File: config.mk
export PLATFORM = sky130hd
export DESIGN_NAME = matrix_chain_driver
export DESIGN_NICKNAME = d
export VERILOG_FILES = /design/src/rtl/matrix_pkg.sv /design/src/rtl/max7219_shifter.sv /design/src/rtl/matrix_chain_driver.sv
export SDC_FILE = /design/constraint.sdc
export NUM_CORES = 1
export LEC_CHECK = 0
export ABC_AREA = 1
export BUFFER_PORTS_ARGS = -buffer_cell sky130_fd_sc_hd__buf_2
export CAP_MARGIN = 20
export CORE_MARGIN = 3
export CORE_UTILIZATION = 24
export DETAILED_ROUTE_END_ITERATION = 10
export PLACE_DENSITY = 0.5
export SLEW_MARGIN = 10
export SYNTH_ARGS = -nofsm -noshare
export SYNTH_HDL_FRONTEND = slang
export SYNTH_SLANG_ARGS = --single-unit
export TNS_END_PERCENT = 50
File: constraint.sdc
create_clock -name clk -period 14.3 [get_ports clk]
set_clock_uncertainty 0.15 [all_clocks]
set_input_delay 2.145 -clock clk [delete_from_list [all_inputs] [get_ports clk]]
set_output_delay 2.145 -clock clk [all_outputs]
set_load 0.02 [all_outputs]
File: src/rtl/matrix_pkg.sv
// Shared definitions for the MAX7219 matrix chain driver: register map,
// command word layout, sequencer states and the init command table.
package matrix_pkg;

  // MAX7219 register addresses
  localparam logic [7:0] REG_DIGIT1    = 8'h01;
  localparam logic [7:0] REG_DIGIT2    = 8'h02;
  localparam logic [7:0] REG_DIGIT3    = 8'h03;
  localparam logic [7:0] REG_DIGIT4    = 8'h04;
  localparam logic [7:0] REG_DIGIT5    = 8'h05;
  localparam logic [7:0] REG_DIGIT6    = 8'h06;
  localparam logic [7:0] REG_DIGIT7    = 8'h07;
  localparam logic [7:0] REG_DIGIT8    = 8'h08;
  localparam logic [7:0] REG_DECODE    = 8'h09;
  localparam logic [7:0] REG_INTENSITY = 8'h0A;
  localparam logic [7:0] REG_SCANLIMIT = 8'h0B;
  localparam logic [7:0] REG_SHUTDOWN  = 8'h0C;
  localparam logic [7:0] REG_TEST      = 8'h0F;

  localparam int unsigned INIT_CMDS = 5;
  localparam int unsigned ROW_CMDS  = 8;

  // One 16-bit device word, shifted MSB first
  typedef struct packed {
    logic [7:0] addr;
    logic [7:0] data;
  } cmd_t;

  typedef enum logic [1:0] {
    ST_INIT,
    ST_IDLE,
    ST_INTENS,
    ST_ROWS
  } state_t;

  // Power-up command table; intensity comes from the live brightness register
  function automatic cmd_t init_cmd(input logic [2:0] idx, input logic [3:0] bri);
    cmd_t c;
    case (idx)
      3'd0:    c = {REG_TEST, 8'h00};
      3'd1:    c = {REG_SCANLIMIT, 8'h07};
      3'd2:    c = {REG_DECODE, 8'h00};
      3'd3:    c = {REG_INTENSITY, 4'h0, bri};
      default: c = {REG_SHUTDOWN, 8'h01};
    endcase
    return c;
  endfunction

endpackage

File: src/rtl/max7219_shifter.sv
// Serialises one command (N_DEV words, highest device first, MSB first) onto
// the MAX7219 chain, followed by a CLK_DIV-cycle latch interval with CS high.
// Ports:
//   clk, reset      system clock, asynchronous active-high reset
//   start           launch request; taken when idle or in the last latch cycle
//   words           command words, words[N_DEV-1] leaves first
//   done            high during the last latch cycle of a command
//   DIN, CS, LED_CLK  registered serial interface
module max7219_shifter
  import matrix_pkg::*;
#(
  parameter int unsigned N_DEV   = 4,
  parameter int unsigned CLK_DIV = 4
) (
  input  logic                  clk,
  input  logic                  reset,
  input  logic                  start,
  input  cmd_t [N_DEV-1:0]      words,
  output logic                  done,
  output logic                  DIN,
  output logic                  CS,
  output logic                  LED_CLK
);

  localparam int unsigned NBITS = 16 * N_DEV;
  localparam int unsigned PH_W  = $clog2(CLK_DIV);
  localparam int unsigned BC_W  = $clog2(NBITS);

  localparam logic [PH_W-1:0] PH_HALF    = PH_W'(CLK_DIV / 2 - 1);
  localparam logic [PH_W-1:0] PH_LAST    = PH_W'(CLK_DIV - 1);
  localparam logic [PH_W-1:0] PH_PRELAST = PH_W'(CLK_DIV - 2);
  localparam logic [BC_W-1:0] BC_LAST    = BC_W'(NBITS - 1);

  if (CLK_DIV < 2 || (CLK_DIV % 2) != 0) begin : g_bad_div
    $error("max7219_shifter: CLK_DIV must be even and >= 2");
  end

  logic              active;
  logic              latching;
  logic [PH_W-1:0]   phase;
  logic [BC_W-1:0]   bit_cnt;
  logic [NBITS-2:0]  sr;          // bits still to send after the one on DIN
  logic [NBITS-1:0]  words_flat;
  logic              load_c;

  assign words_flat = words;
  // Back-to-back commands reload in the final latch cycle
  assign load_c = start && (!active || (latching && phase == PH_LAST));

  // Bit timing: DIN changes with LED_CLK low, LED_CLK high for the second half
  always_ff @(posedge clk or posedge reset) begin
    if (reset) begin
      active   <= 1'b0;
      latching <= 1'b0;
      phase    <= '0;
      bit_cnt  <= '0;
      sr       <= '0;
      done     <= 1'b0;
      DIN      <= 1'b0;
      CS       <= 1'b1;
      LED_CLK  <= 1'b0;
    end else if (load_c) begin
      active   <= 1'b1;
      latching <= 1'b0;
      phase    <= '0;
      bit_cnt  <= '0;
      sr       <= words_flat[NBITS-2:0];
      done     <= 1'b0;
      DIN      <= words_flat[NBITS-1];
      CS       <= 1'b0;
      LED_CLK  <= 1'b0;
    end else if (active) begin
      phase <= phase + 1'b1;
      if (latching) begin
        done <= (phase == PH_PRELAST);
        if (phase == PH_LAST) begin
          active   <= 1'b0;
          latching <= 1'b0;
          phase    <= '0;
          done     <= 1'b0;
        end
      end else if (phase == PH_LAST) begin
        phase   <= '0;
        LED_CLK <= 1'b0;
        if (bit_cnt == BC_LAST) begin
          latching <= 1'b1;
          CS       <= 1'b1;
          DIN      <= 1'b0;
        end else begin
          bit_cnt <= bit_cnt + 1'b1;
          DIN     <= sr[NBITS-2];
          sr      <= {sr[NBITS-3:0], 1'b0};
        end
      end else if (phase == PH_HALF) begin
        LED_CLK <= 1'b1;
      end
    end
  end

endmodule

File: src/rtl/matrix_chain_driver.sv
// Frame driver for a TILES_X x TILES_Y mosaic of MAX7219 8x8 matrices.
// Runs the init sequence after reset, then per accepted frame sends an
// optional intensity update followed by the eight digit rows.
// Optional feature: define MATRIX_REINIT_EN to rerun the full init sequence
// after every REINIT_FRAMES accepted frames.
// Ports:
//   clk, reset      system clock, asynchronous active-high reset
//   grid            frame bitmap, grid[r][c], r=0 top, c=0 left
//   frame_valid     grid/brightness valid
//   frame_ready     idle, frame accepted this cycle if frame_valid
//   brightness      intensity value sampled at handshake
//   busy            high whenever not idle
//   DIN, CS, LED_CLK  serial chain interface
module matrix_chain_driver
  import matrix_pkg::*;
#(
  parameter int unsigned TILES_X       = 2,
  parameter int unsigned TILES_Y       = 2,
  parameter int unsigned CLK_DIV       = 4,
  parameter int unsigned REINIT_FRAMES = 64
) (
  input  logic                                   clk,
  input  logic                                   reset,
  input  logic [8*TILES_Y-1:0][8*TILES_X-1:0]    grid,
  input  logic                                   frame_valid,
  output logic                                   frame_ready,
  input  logic [3:0]                             brightness,
  output logic                                   busy,
  output logic                                   DIN,
  output logic                                   CS,
  output logic                                   LED_CLK
);

  localparam int unsigned N_DEV = TILES_X * TILES_Y;
  localparam int unsigned W     = 8 * TILES_X;
  localparam int unsigned H     = 8 * TILES_Y;
  localparam int unsigned RW    = $clog2(H);

  if (REINIT_FRAMES < 1) begin : g_bad_reinit
    $error("matrix_chain_driver: REINIT_FRAMES must be >= 1");
  end

  state_t                 state;
  logic [2:0]             cmd_idx;
  logic                   kick;          // first command of a sequence pending
  logic [3:0]             brightness_reg;
  logic [H-1:0][W-1:0]    shadow;

  state_t                 load_state;
  logic [2:0]             load_idx;
  logic                   start_c;
  logic                   done;
  logic                   handshake_c;
  logic                   reinit_c;
  cmd_t                   bcast_c;
  cmd_t [N_DEV-1:0]       words_c;

  assign handshake_c = (state == ST_IDLE) && frame_valid && frame_ready;

`ifdef MATRIX_REINIT_EN
  localparam int unsigned FC_W = $clog2(REINIT_FRAMES + 1);
  logic [FC_W-1:0] frame_cnt;

  // Accepted-frame counter; cleared when the forced init is launched
  always_ff @(posedge clk or posedge reset) begin
    if (reset) begin
      frame_cnt <= '0;
    end else if (start_c && state == ST_ROWS && load_state == ST_INIT) begin
      frame_cnt <= '0;
    end else if (handshake_c) begin
      frame_cnt <= frame_cnt + 1'b1;
    end
  end

  assign reinit_c = (frame_cnt == FC_W'(REINIT_FRAMES));
`else
  assign reinit_c = 1'b0;
`endif

  // Which command the shifter takes this cycle (kick, or chaining on done)
  always_comb begin
    start_c    = 1'b0;
    load_state = state;
    load_idx   = cmd_idx;
    if (kick) begin
      start_c = 1'b1;
    end else if (done) begin
      case (state)
        ST_INIT: begin
          if (cmd_idx != 3'(INIT_CMDS - 1)) begin
            start_c  = 1'b1;
            load_idx = cmd_idx + 3'd1;
          end
        end
        ST_INTENS: begin
          start_c    = 1'b1;
          load_state = ST_ROWS;
          load_idx   = 3'd0;
        end
        ST_ROWS: begin
          if (cmd_idx != 3'(ROW_CMDS - 1)) begin
            start_c  = 1'b1;
            load_idx = cmd_idx + 3'd1;
          end else if (reinit_c) begin
            start_c    = 1'b1;
            load_state = ST_INIT;
            load_idx   = 3'd0;
          end
        end
        default: ;
      endcase
    end
  end

  // Same word to every device for init and intensity commands
  always_comb begin
    bcast_c = init_cmd(load_idx, brightness_reg);
    if (load_state == ST_INTENS) begin
      bcast_c = {REG_INTENSITY, 4'h0, brightness_reg};
    end
  end

  // Row words: device d shows rows 8*ty.. and columns 8*tx.., left column in bit 7
  for (genvar d = 0; d < N_DEV; d++) begin : g_dev
    localparam int unsigned TY = d / TILES_X;
    localparam int unsigned TX = d % TILES_X;
    logic [RW-1:0] row_sel;
    logic [7:0]    digit;

    assign row_sel = RW'(8 * TY) + RW'(load_idx);
    for (genvar j = 0; j < 8; j++) begin : g_bit
      assign digit[7-j] = shadow[row_sel][8*TX+j];
    end
    assign words_c[d] = (load_state == ST_ROWS) ? {REG_DIGIT1 + 8'(load_idx), digit} : bcast_c;
  end

  // Sequencer
  always_ff @(posedge clk or posedge reset) begin
    if (reset) begin
      state          <= ST_INIT;
      cmd_idx        <= 3'd0;
      kick           <= 1'b1;
      frame_ready    <= 1'b0;
      busy           <= 1'b1;
      brightness_reg <= 4'hF;
      shadow         <= '0;
    end else begin
      if (start_c) begin
        state   <= load_state;
        cmd_idx <= load_idx;
        kick    <= 1'b0;
      end else if (done) begin
        state       <= ST_IDLE;
        cmd_idx     <= 3'd0;
        frame_ready <= 1'b1;
        busy        <= 1'b0;
      end else if (handshake_c) begin
        shadow      <= grid;
        frame_ready <= 1'b0;
        busy        <= 1'b1;
        kick        <= 1'b1;
        cmd_idx     <= 3'd0;
        if (brightness != brightness_reg) begin
          state          <= ST_INTENS;
          brightness_reg <= brightness;
        end else begin
          state <= ST_ROWS;
        end
      end
    end
  end

  max7219_shifter #(
    .N_DEV   (N_DEV),
    .CLK_DIV (CLK_DIV)
  ) u_shifter (
    .clk     (clk),
    .reset   (reset),
    .start   (start_c),
    .words   (words_c),
    .done    (done),
    .DIN     (DIN),
    .CS      (CS),
    .LED_CLK (LED_CLK)
  );

endmodule
[After elaboration in Yosys (flattened, before gate mapping)]
Index checks and enable logic that the tools add are counted.
Cells by class
  equality and inequality tests: 18
  muxes and demuxes: 77
  order comparisons: 2
  bitwise operators: 2
  reductions and logical operators: 25
  $add $sub $neg: 5
Operator list (count)
  63-bit two-way mux: 5
  16-bit two-way mux: 7
  16-bit binary-select mux with 4-bit select: 1
  16-bit binary-select mux with 3-bit select: 1
  11-bit case mux with 4 select lines: 1
  1-bit two-way mux: 39
  6-bit two-way mux: 5
  3-bit two-way mux: 7
  2-bit two-way mux: 9
  2-bit == test (second input constant): 6
  4-bit AND reduction: 3
  2-bit nonzero test: 6
  3-bit case mux with 3 select lines: 1
  3-bit AND reduction: 3
  6-bit by 1-bit adder with 6-bit output (second input constant): 1
  3-bit by 2-bit == test with 1-bit output (second input constant): 2
  6-bit == test (second input constant): 1
  3-bit inequality test (second input constant): 2
  2-bit AND reduction: 3
  3-bit nonzero test: 2
  3-bit by 5-bit less-than comparator with 1-bit output (second input constant): 1
  4-bit by 5-bit less-than comparator with 1-bit output (second input constant): 1
  1-bit by 3-bit adder with 4-bit output (first input constant): 1
  4-bit by 3-bit adder with 4-bit output (first input constant): 1
  14 further kinds: 20
Storage, ports and cells
  flip-flop bits (word level): 345
  output and inout bits: 5
  input bits: 263
  word-level logic and storage cells: 160

[Depth between registers and ports, before layout]
  depth after elaboration: 10
  depth in mapped cells: 20
  depth with buffers taken out: 17

[Cells and area by module]
A second synthesis with hierarchy kept.
Unflattened totals
  cell total of the unflattened synthesis: 2359
  area total of the unflattened synthesis: 17370.4 µm²
Modules (own cells, without submodules)
  matrix_chain_driver: area an instance 13391.6 µm², times used 1, sequential area each 6713.9 µm², cells each 1787
  max7219_shifter: area an instance 3978.8 µm², times used 1, sequential area each 1928.1 µm², cells each 572

[Worst setup path before layout]
Ideal clock, no wire load.
  path type: input -> register
  from: input frame_valid
  to: register shadow[108] in the netlist's numbering
  arrival time: 3.267 ns
  stages on the path: 9
  setup slack: 10.818 ns
  buffers on the path: 3
  library setup time: 0.065 ns
  required time: 14.085 ns
  path through: nand4_1 > nor2_1 > inv_1 > nor2_1 > buf_2 > buf_2 > buf_2 > nand2_1 > nand2_1
Between the ends
  cells in the longest elaborated chain, start to end: 3
RTL lines
  start: declaration: RTL line matrix_chain_driver.sv:25  | input logic frame_valid,
  1-bit logical AND (2 in series): RTL line matrix_chain_driver.sv:58  | assign handshake_c = (state == ST_IDLE) && frame_valid && frame_ready;
  3-bit AND reduction (no source line)
  end signal: assignment: RTL line matrix_chain_driver.sv:158  | shadow <= grid;
  end: declaration: RTL line matrix_chain_driver.sv:47  | logic [H-1:0][W-1:0] shadow;
No other way between the ends.
A chain may end at the register's enable or synchronous reset.

[Worst setup path after layout]
  from: input frame_valid
  to: register shadow[201] in the netlist's numbering
The elaborated chain is that of the path after synthesis.

==> results.md <==
- The run finished with clean final reports.
- The count of unresolved DRC violations after routing is 0.
- The static leakage is between 9 and 10 nW.
- The quantity of I/O buffers inserted on ports is 267.
- The floorplan step set the die width to 270 um.
- The first TritonRoute pass finished after 5 iterations.
- In this run the clock root is driven by a clkbuf_16.
- The standard-cell row count is 96.
- The share of the synthesized area in the top cell type is 50.5%.
- The final-report setup violation count is 0.
- The post-CTS setup-driven buffer insertion count is 0.
- In this run the remaining antenna-violating nets after routing total 0.
- The post-route netlist has 16.1% of its cells at a drive strength greater than 1.
- Among all flip-flop cells after synthesis, the most frequent one is dfrtp_1.
- The number of buffers added to fix hold violations after cts is 0.
- The most common cell in the synthesized netlist is nand2_1.
- For this run, the post-layout net count is 2628.
- The via count of the first global-routing pass came to 14.3k.
- The worst hold path belongs to the class register to register.
- Dividing total power by cell area gives a power density of around 200 nW/um^2.
- The congestion estimate from routability-driven global placement came to 0.758.
- The initial antenna violation count came to 10.
- The commonest cells after synthesis are nand2_1 (610), dfrtp_1 (338), nand3_1 (310).
- The mean area per synthesized cell is 7.76 um^2.
- The number of different library cells used by synthesis comes to 41.
- CTS saw 345 sinks.
- The flip-flop count of the largest register, all copies and words added is 256.
- For this run, the top clock speed supported by timing is 0.188 GHz.
- The synthesized design contains 0 enable-type register cells.
- The chip height is ~270 um.
- The data required time of the worst path is 14.62 ns.
- Setup repair after global routing left no endpoint under its margin.
- The detailed router finished its first iteration with 1104 violations.
- The largest net degree at the start of global routing is 265.
- The initial utilization of the core area, before any placement, comes to 24.3%.
- The critical path is of the primary input to register type.
- The maximum fanout along the worst path is 264.
- The post-synthesis cell type with the largest combined area is dfrtp_1.
- No sink is reached through more buffers than the 3 on the longest clock path.
- The largest vdd supply drop is 0.0766 mV.
- The post-DP HPWL is 38500 um.
- Counting every net in the synthesized netlist gives 2435.
- At the end of the flow the core is filled with cells to 29.4%.
- The setup TNS is 0 ns.
- The most flop-heavy register is shadow.
- The synthesized netlist occupies a cell area of 16700 um^2.
- The largest registers in the layout are shadow x256, u_shifter.sr x63, u_shifter.bit_cnt x6.
- The count of H-tree levels built during CTS is 2.
- The synthesis-stage register bit count is 345.
- The slew at the pin closest to its max-slew limit is 1.09 ns.
- In the final routed layout, each cell accounts on average for 17.2 um.
- The routed via count divided by cell count is 4.37.
- The final hold violation count is 0.
- After detailed routing, the total wire length is 57100 um.
- The worst slew margin relative to its limit is between 20% and 30%.
- The nature of the critical path endpoint is a register.
- The first global-routing pass estimated 87600 um of wire.
- Global routing finished with a remaining overflow of 0.
- The count of max-cap constraint violations is 0.
- STA classifies the critical path startpoint as a primary input.
- Clock tree synthesis inserted a total of 43 buffers.
- The number of max-slew violations in the final report was 0.
- The final route contains 14.5k vias.
- Sequential cells were found to cover 51.6% of the synthesized design area.
- The core box area is 68800 um^2.
- The clock transition at the registers of the reported paths is 0.06 ns.
- The post-cts resize count is 0.
- The aggregate global-route resource usage is 15.3%.
- The post-synthesis instance total is about 2.2k.
- In the post-synthesis netlist, the biggest area contributors are dfrtp_1 (50%), nand2_1 (14%), nand3_1 (9.3%).
- For this run, the number of Yosys warnings is 0.
- The CTS tree is built.
- The floorplan step defined a die boundary enclosing ~73000 um^2.
- The signal arrival time at the worst endpoint is 5.65 ns.
- The number of primary I/O pins is 268.
- Of all flip-flops after synthesis, the portion carrying an async set or reset was 100%.
- The area growth from synthesis to final layout is 20.8%.
- Subtracting the final worst setup slack from the clock period gives around 5.3 ns.
- The share of the cycle needed by the critical path after routing is between 30% and 40%.
- At the later pin of the worst-skew pair, clock insertion delay measures between 0.5 and 0.6 ns.
==> cell usage in the layout (no fill, tap or decap), drive strengths merged <==
| cell | n |
|---|---|
| nand2 | 615 |
| dfrtp | 338 |
| nand3 | 311 |
| inv | 287 |
| buf | 287 |
| o21ai | 269 |
| nor2 | 86 |
| clkbuf | 66 |
| a21oi | 31 |
| o22ai | 19 |
| nand3b | 13 |
| ha | 13 |
| a31oi | 8 |
| dfstp | 7 |
| clkinv | 7 |
| a22oi | 6 |
| diode | 4 |
| xor2 | 4 |
| nor3 | 4 |
| a211oi | 2 |
| bufinv | 2 |
| nand4 | 1 |
| o21bai | 1 |
| o31ai | 1 |
| o41ai | 1 |
| o211ai | 1 |
| a22o | 1 |
| and3 | 1 |
| o21a | 1 |
| a21o | 1 |
| and2 | 1 |
| clkinvlp | 1 |
==> layer usage <==
layer  wire, um  global-route usage (%)  vias to the layer above
li1           -                       -                     7237
met4       1190                    3.89                        2
met5         13                       0                        -
met2      26800                    25.0                      323
met3       2570                    2.32                       72
met1      26500                    21.3                     6892
==> worst max-delay path, stage by stage <==
cell     delay (ns)
buf_2          0.10
nand4_1        0.15
nor2_1         0.15
inv_1          0.12
nor2_4         0.12
buf_12         0.63
buf_4          0.87
buf_4          0.91
nand2_1        0.14
o21ai_0        0.13
==> worst paths after layout <==
| kind | slack (ns) | end | from | cells after the start |
|---|---|---|---|---|
| max reg2reg | 10.01 | shadow[201]$_DFFE_PP0P_ | state[1]$_DFFE_PP0P_ | 10 |
| max | 8.97 | shadow[201]$_DFFE_PP0P_ | frame_valid | 10 |
| max in group asynchronous | 9.52 | shadow[52]$_DFFE_PP0P_ | reset | 5 |
| min in group asynchronous | 1.53 | shadow[65]$_DFFE_PP0P_ | reset | 2 |
| min reg2reg | 0.31 | shadow[229]$_DFFE_PP0P_ | shadow[229]$_DFFE_PP0P_ | 2 |
| min | 0.31 | shadow[229]$_DFFE_PP0P_ | shadow[229]$_DFFE_PP0P_ | 2 |
==> cell families (layout without fill, tap and decap cells) <==
family | after synthesis | in the layout | share of synthesized area, %
compound gates | 342 | 342 | 10.7
flops | 345 | 345 | 51.6
other cells | 0 | 4 | 0
simple gates | 1032 | 1032 | 26.1
xor+xnor | 4 | 4 | 0.209
buf+inv | 423 | 650 | 10.4
fa+ha+maj | 13 | 13 | 0.971
==> power breakdown <==
part | internal [W] | switching [W]
Sequential | 0.00145 | 0.000162
Clock | 0.000664 | 0.000447
Combinational | 0.000469 | 0.000926
Total | 0.00258 | 0.00153
==> layout make-up <==
type | instances | area (um^2)
Antenna cell | 4 | 10.0
Clock buffer | 66 | 1290
Clock inverter | 13 | 155
Fill cell | 7548 | 48600
Inverter | 284 | 1080
Multi-Input combinational cell | 1391 | 6390
Sequential cell | 345 | 8640
Tap cell | 931 | 1160
Timing Repair Buffer | 287 | 1500
==> through the flow <==
stage	worst slack (ns)	hold slack [ns]	total power (W)	area [um^2]	cells
final	8.97	0.310	0.00411	20200	3321
after global routing	8.61	0.326	0.00444	20200	3320
after CTS	8.96	0.315	0.00417	20200	3317
after detailed placement	8.37	0.301	0.00303	18800	3238
after global placement	8.46	0.299	0.00301	18800	3238
after floorplan	2.45	0.283	0.00259	16700	2159
Power figures use the tool's default switching activity.
